<file path="src/rtl/dmem_boot_loader.sv">
// dmem_boot_loader: owns the dmem port after reset. It copies WORDS words from a
// combinational init ROM into dmem, reads them all back and compares, then
// releases the core's reset and passes the core's dmem port through unchanged.
//
// Ports:
//   clk, reset           system clock, synchronous active-high reset
//   reload               re-run load/verify (only acted on while running)
//   cpu_MemWrite/cpu_DataAdr/cpu_WriteData   core data-memory request
//   rom_addr / rom_data  init ROM word index / combinational ROM word
//   MemWrite/DataAdr/WriteData               dmem write port
//   ReadData             combinational dmem read data
//   cpu_reset            reset to the core (held until verify passes)
//   done                 load and verify passed, core running
//   error / err_addr     verify mismatch flag and byte address of the mismatch
module dmem_boot_loader #(
    parameter int unsigned WORDS     = 64,
    parameter int unsigned ROM_AW    = 6,
    parameter logic [31:0] BASE_ADDR = 32'h0000_0000
) (
    input  logic              clk,
    input  logic              reset,
    input  logic              reload,
    input  logic              cpu_MemWrite,
    input  logic [31:0]       cpu_DataAdr,
    input  logic [31:0]       cpu_WriteData,
    output logic [ROM_AW-1:0] rom_addr,
    input  logic [31:0]       rom_data,
    output logic              MemWrite,
    output logic [31:0]       DataAdr,
    output logic [31:0]       WriteData,
    input  logic [31:0]       ReadData,
    output logic              cpu_reset,
    output logic              done,
    output logic              error,
    output logic [31:0]       err_addr
);

    localparam int unsigned IW = ROM_AW + 1;
    localparam logic [IW-1:0] LAST_IDX = IW'(WORDS - 1);

    typedef enum logic [1:0] {LOAD, VERIFY, RUN, FAIL} state_t;

    state_t        state;
    logic [IW-1:0] idx;
    logic [31:0]   cur_addr;

    // Byte address of the word currently being loaded or checked (wraps mod 2^32).
    assign cur_addr = BASE_ADDR + (32'(idx) << 2);
    assign rom_addr = idx[ROM_AW-1:0];

    // Sequencer: state, word index and sticky mismatch record.
    always_ff @(posedge clk) begin
        if (reset) begin
            state    <= LOAD;
            idx      <= '0;
            error    <= 1'b0;
            err_addr <= '0;
        end else begin
            case (state)
                LOAD: begin
                    if (idx == LAST_IDX) begin
                        state <= VERIFY;
                        idx   <= '0;
                    end else begin
                        idx <= idx + IW'(1);
                    end
                end
                VERIFY: begin
                    if (ReadData != rom_data) begin
                        state    <= FAIL;
                        error    <= 1'b1;
                        err_addr <= cur_addr;
                    end else if (idx == LAST_IDX) begin
                        state <= RUN;
                    end else begin
                        idx <= idx + IW'(1);
                    end
                end
                RUN: begin
                    if (reload) begin
                        state <= LOAD;
                        idx   <= '0;
                        error <= 1'b0;
                    end
                end
                FAIL: begin
                    state <= FAIL;
                end
                default: begin
                    state <= LOAD;
                    idx   <= '0;
                end
            endcase
        end
    end

    // dmem port steering; the core only reaches dmem while running.
    always_comb begin
        MemWrite  = 1'b0;
        DataAdr   = cur_addr;
        WriteData = '0;
        case (state)
            LOAD: begin
                MemWrite  = 1'b1;
                WriteData = rom_data;
            end
            VERIFY: begin
                MemWrite = 1'b0;
            end
            RUN: begin
                MemWrite  = cpu_MemWrite;
                DataAdr   = cpu_DataAdr;
                WriteData = cpu_WriteData;
            end
            FAIL: begin
                DataAdr = err_addr;
            end
            default: begin
                MemWrite = 1'b0;
            end
        endcase
        if (reset) begin
            MemWrite = 1'b0;
        end
    end

    assign cpu_reset = reset | (state != RUN);
    assign done      = (state == RUN) & ~reset;

endmodule

</file>
<file path="config.mk">
export PLATFORM = sky130hd
export DESIGN_NAME = dmem_boot_loader
export DESIGN_NICKNAME = d
export VERILOG_FILES = /design/src/rtl/dmem_boot_loader.sv
export SDC_FILE = /design/constraint.sdc
export NUM_CORES = 1
export LEC_CHECK = 0
export ABC_CLOCK_PERIOD_IN_PS = 3300
export CAP_MARGIN = 40
export CORE_MARGIN = 5
export CORE_UTILIZATION = 30
export CTS_CLUSTER_DIAMETER = 120
export DETAILED_ROUTE_END_ITERATION = 7
export PLACE_DENSITY = 0.88
export SYNTH_ARGS = -nofsm -noshare
export SYNTH_HDL_FRONTEND = slang
export SYNTH_SLANG_ARGS = --single-unit
</file>
<file path="constraint.sdc">
create_clock -name clk -period 3.3 [get_ports clk]
set_clock_uncertainty 0.2 [all_clocks]
set_input_delay 0.825 -clock clk [delete_from_list [all_inputs] [get_ports clk]]
set_output_delay 0.825 -clock clk [all_outputs]
set_load 0.05 [all_outputs]
</file>
# Word level (Yosys, flattened, before mapping)
# Cells that the tools add are included.
[totals] regBits=17 elab_cells=44
[op_classes] n_addsub=1 eq_ne=12 n_mux=17 bitwise=3 reduce_logical=7
[op_table] op="$pmux 32 s2" count=2
[op_table] op="$ne 32x32->1" count=1
[op_table] op="$mux 7" count=4
[op_table] op="$pmux 7 s3" count=1
[op_table] op="$ne 2x2->1 const B" count=6
[op_table] op="$mux 2" count=4
[op_table] op="$pmux 2 s4" count=1
[op_table] op="$add 7x1->7 const B" count=1
[op_table] op="$eq 7x6->1 const B" count=1
[op_table] op="$reduce_and 3->1" count=2
[op_table] op="$eq 2x2->1 const B" count=2
[op_table] op="$pmux 1 s2" count=2
[op_table] op="$reduce_and 4->1" count=1
[op_table] op="$mux 1" count=3
[op_table] op="$ne 3x3->1 const B" count=1
[op_table] op="$reduce_bool 3->1" count=1
[op_table] op="$eq 2x1->1 const B" count=1
[op_table] op="$logic_not 2->1" count=1
[op_table] op="$reduce_and 2->1" count=1
[op_table] op="$reduce_bool 2->1" count=1
[op_table] op="$and 1x1->1" count=1
[op_table] op="$not 1->1" count=1
[op_table] op="$or 1x1->1" count=1

# Longest topological paths before layout
[depth] depth_word=4 ltp_mapped=9

# Least setup slack after synthesis
# Ideal clock, no wire load.
[synth_path] kind="flip-flop to output port" startpoint="register state[0]" endpoint="output port WriteData[13]" arrival_ns=1.809 t_required_ns=2.275 setup_slack_ns=0.466 stages_incl_launch_ff=7 n_path_buf=3 cell_sequence="dfxtp_1 inv_1 ha_1 clkbuf_1 clkbuf_1 buf_1 a22o_1"
[synth_via] elab_chain_len=2 word_cells_on_any_way=3
[synth_rtl] item="start, declared" line="43" rtl="state_t state;"
[synth_rtl] item="start signal, assigned" line="54" rtl="state <= LOAD;"
[synth_rtl] item="start signal, assigned" line="62" rtl="state <= VERIFY;"
[synth_rtl] item="start signal, assigned" line="70" rtl="state <= FAIL;"
[synth_rtl] item="$eq 2x2->1 or $logic_not 2->1 (tied branches)" line="102" rtl="case (state)"
[synth_rtl] item="$pmux 32 s2 (*)" line="102"
[synth_rtl] item="end, declared" line="30" rtl="output logic [31:0] WriteData,"
# Mark *: on every way between the ends. The rest lies on a longest branch, timed or not.

# Final worst setup path
[layout_path] startpoint="input port reset" endpoint="output port done"
[layout_via] elab_chain_len=2
[layout_rtl] item="start, declared" line="21" rtl="input logic reset,"
[layout_rtl] item="$not 1->1" line="128" rtl="assign done = (state == RUN) & ~reset;"
[layout_rtl] item="$and 1x1->1" line="128"
[layout_rtl] item="end, declared" line="33" rtl="output logic done,"
# Every way passes these cells.

==> key figures <==
STA
  • Fmax: 331 MHz
  • Final Slew Violations: 0
  • RSZ-0062 raised after global routing: false
  • Slew of the pin with the lowest slew margin: 540 ps
  • Worst setup margin: 277 ps
  • Final Critical Period: 3020 ps
  • Max_slew headroom: 64.0%
  • Setup_tns: 0 ps
  • Final Hold Viols: 0
  • Final setup fails: 0
  • Tcrit/Tclk final: 91.6%

Pwr
  • Worst IR drop on VDD: 0.183 mV
  • Pleak: 1.98 nW
  • Power per cell area: 185 nW/um2

Synthesis
  • Syn Inst Count: 279
  • FF+latch count, synth: 17
  • Leading area contributor after synthesis: dfxtp_1
  • Ys Warns: 0
  • Share of the synthesized area in the top cell type: 16.4%
  • Synth Cell Area: 2070 um2
  • Synthesized area per cell: 7.44 um2
  • Post-synthesis sequential area ratio: 16.4%
  • Synth cell types: 38
  • Top post-synthesis cells by area: dfxtp_1, a22o_1, xor2_1

Final layout
  • Commonest non-fill, non-tap cell in the layout: clkdlybuf4s50_1
  • Most frequent cells in the layout: clkdlybuf4s50_1, buf_12, nand2_1, a22o_1, xor2_1
  • Share of post-route cells with drive strength above 1: 16.8%
  • Final #Nets: 614
  • Layout area overhead: 135%
  • Layout Utilization: 72.1%

Setup path
  • Endpoint class of the critical path: output port
  • Arrival time worst endpoint: 2000 ps
  • Top cell by count, worst path: inv_1
  • Startpoint Class: primary input
  • Slowest CP cell: clkdlybuf4s50_1
  • Critical Path, Cell by Cell: clkdlybuf4s50_1 -> inv_1 -> nand2_1 -> inv_1 -> buf_12
  • Crit Path Class: primary input to output port
  • Worst EP required: 2270 ps
  • Crit path max fanout: 7
  • Max incr delay on CP: 490 ps

Route
  • Vias: 2815
  • Top Layer Used: met5
  • Met2 WL: 5770 um
  • Drt drc: 0
  • Vias/cell: 5.05
  • Post-route ant nets: 0
  • Routed wl met3: 881 um
  • DRT Pass-1 Iters: 7
  • Metal-1 WL: 3730 um
  • Initial DRC count: 84
  • Final wirelength: 10600 um
  • Routed WL per cell: 19.1 um

CTS
  • CTS buffer count: 3
  • CTS clock-pin slew for the worst setup and hold paths: 70 ps
  • Hold Buf Count CTS: 0
  • CTS tree: done
  • Number of clock sinks: 17
  • Clock latency on the worst-skew pair: 260 ps
  • Post_cts resized: 0
  • Clk buf depth: 2
  • Setup bufs post-CTS: 0
  • Clock Tree Root: clkbuf_8
  • H-Tree Depth: 1

Place
  • Placement Setup Slack: 89.5 ps
  • DPL Wire Length: 9120 um
  • Placer Congestion: 0.916
  • PortBufs: 212

Floorplan
  • Die area: 8680 um2
  • Starting Density: 30.7%
  • Area of the core: 6760 um2
  • Die width: 93.2 um
  • Ports: 238
  • Die H: 93.2 um
  • Rows: 30

Global route
  • Initial antenna violation count: 1
  • Grt total ovfl: 0
  • Vias in the first global route: 2907
  • Gr usage total: 22.7%
  • Largest net degree at the start of global routing: 46
  • First-pass GRT wire length: 15500 um

Hold path
  • Type of the tightest min-delay check: register to register

Run
  • Total of max-cap violations: 0

Status
  • Outcome: finished, final reports clean
[power by group]
| part | internal (mW) | switching, mW |
|---|---|---|
| Combinational | 0.270 | 0.253 |
| Sequential | 0.208 | 0.00629 |
| Clock | 0.0842 | 0.0786 |
[registers in the layout, summed over array words and instances, names as in the netlist]
name      flops
error         1
err_addr      7
state         2
idx           7
[cell families (layout without fill, tap and decap cells)]
group           Yosys count  in the layout  share of synthesized area (%)
mux                       2              2                           1.57
buf+inv                  54            227                           15.6
flops                    17             17                           16.4
other cells               1             26                          0.181
simple gates             94             94                           23.3
fa+ha+maj                 5              5                           3.02
xor+xnor                 32             32                           13.5
compound gates           74             74                           26.4
[worst max-delay path, delay by kind of cell]
kind	cells	cell delay (ps)
buffers and inverters	4	1000
and+or+nand+nor	1	160
[area by class of cell]
cell class / instances / area, um2
diodes: 1 / 2.50
inverters: 6 / 22.5
repair buffers: 217 / 2860
multi-input cells: 232 / 1500
well taps: 80 / 100
clock inverters: 1 / 5.00
flip-flops and latches: 17 / 340
clock buffers: 3 / 41.3
fillers: 474 / 1890
[layer usage]
| metal | global-route usage, % | vias to the layer above |
|---|---|---|
| met4 | 4.88 | 2 |
| met3 | 6.28 | 21 |
| met5 | 0 | - |
| li1 | - | 1328 |
| met2 | 44.8 | 144 |
| met1 | 23.5 | 1320 |
[cell usage after synthesis]
library cell  count
a21oi_1          13
and3_1            1
o31ai_1           3
a31o_1            1
buf_2             1
a2111oi_1         1
clkbuf_1         12
nand3_1           4
nor4_1            9
buf_4            32
ha_1              5
a31oi_1           2
nor2b_1           2
or3_1             1
and4b_1           1
dfxtp_1          17
a22o_1           32
nor3_1            2
xor2_1           32
or2_2             1
nand4_1           2
o21ai_1           5
inv_1             6
mux2i_1           1
a22oi_1           7
and2_1           25
o21ai_0           4
o311a_1           1
a221oi_1          1
o21a_1            2
nor2_1            9
buf_1             3
mux2i_4           1
a31o_2            1
nand4b_1          3
nand2_1          34
a21o_1            1
conb_1            1
[stage by stage]
step                      instance area [um2]  hold WS [ps]  cells  power, mW
after floorplan                          2160           249    303      0.465
after global placement                   4820           260    552      0.733
after detailed placement                 4820           270    552      0.741
after CTS                                4870           283    556      0.900
after global routing                     4870           307    556      0.927
final                                    4870           279    557      0.901
[worst paths after layout]
kind / slack, ps / cells past startpoint / endpoint / startpoint
max: 280 / 5 / done / reset
min: 280 / 2 / error / error
max reg2reg: 860 / 8 / idx[5] / state[0]
min reg2reg: 280 / 2 / error / error
(Power assumes the default switching activity.)
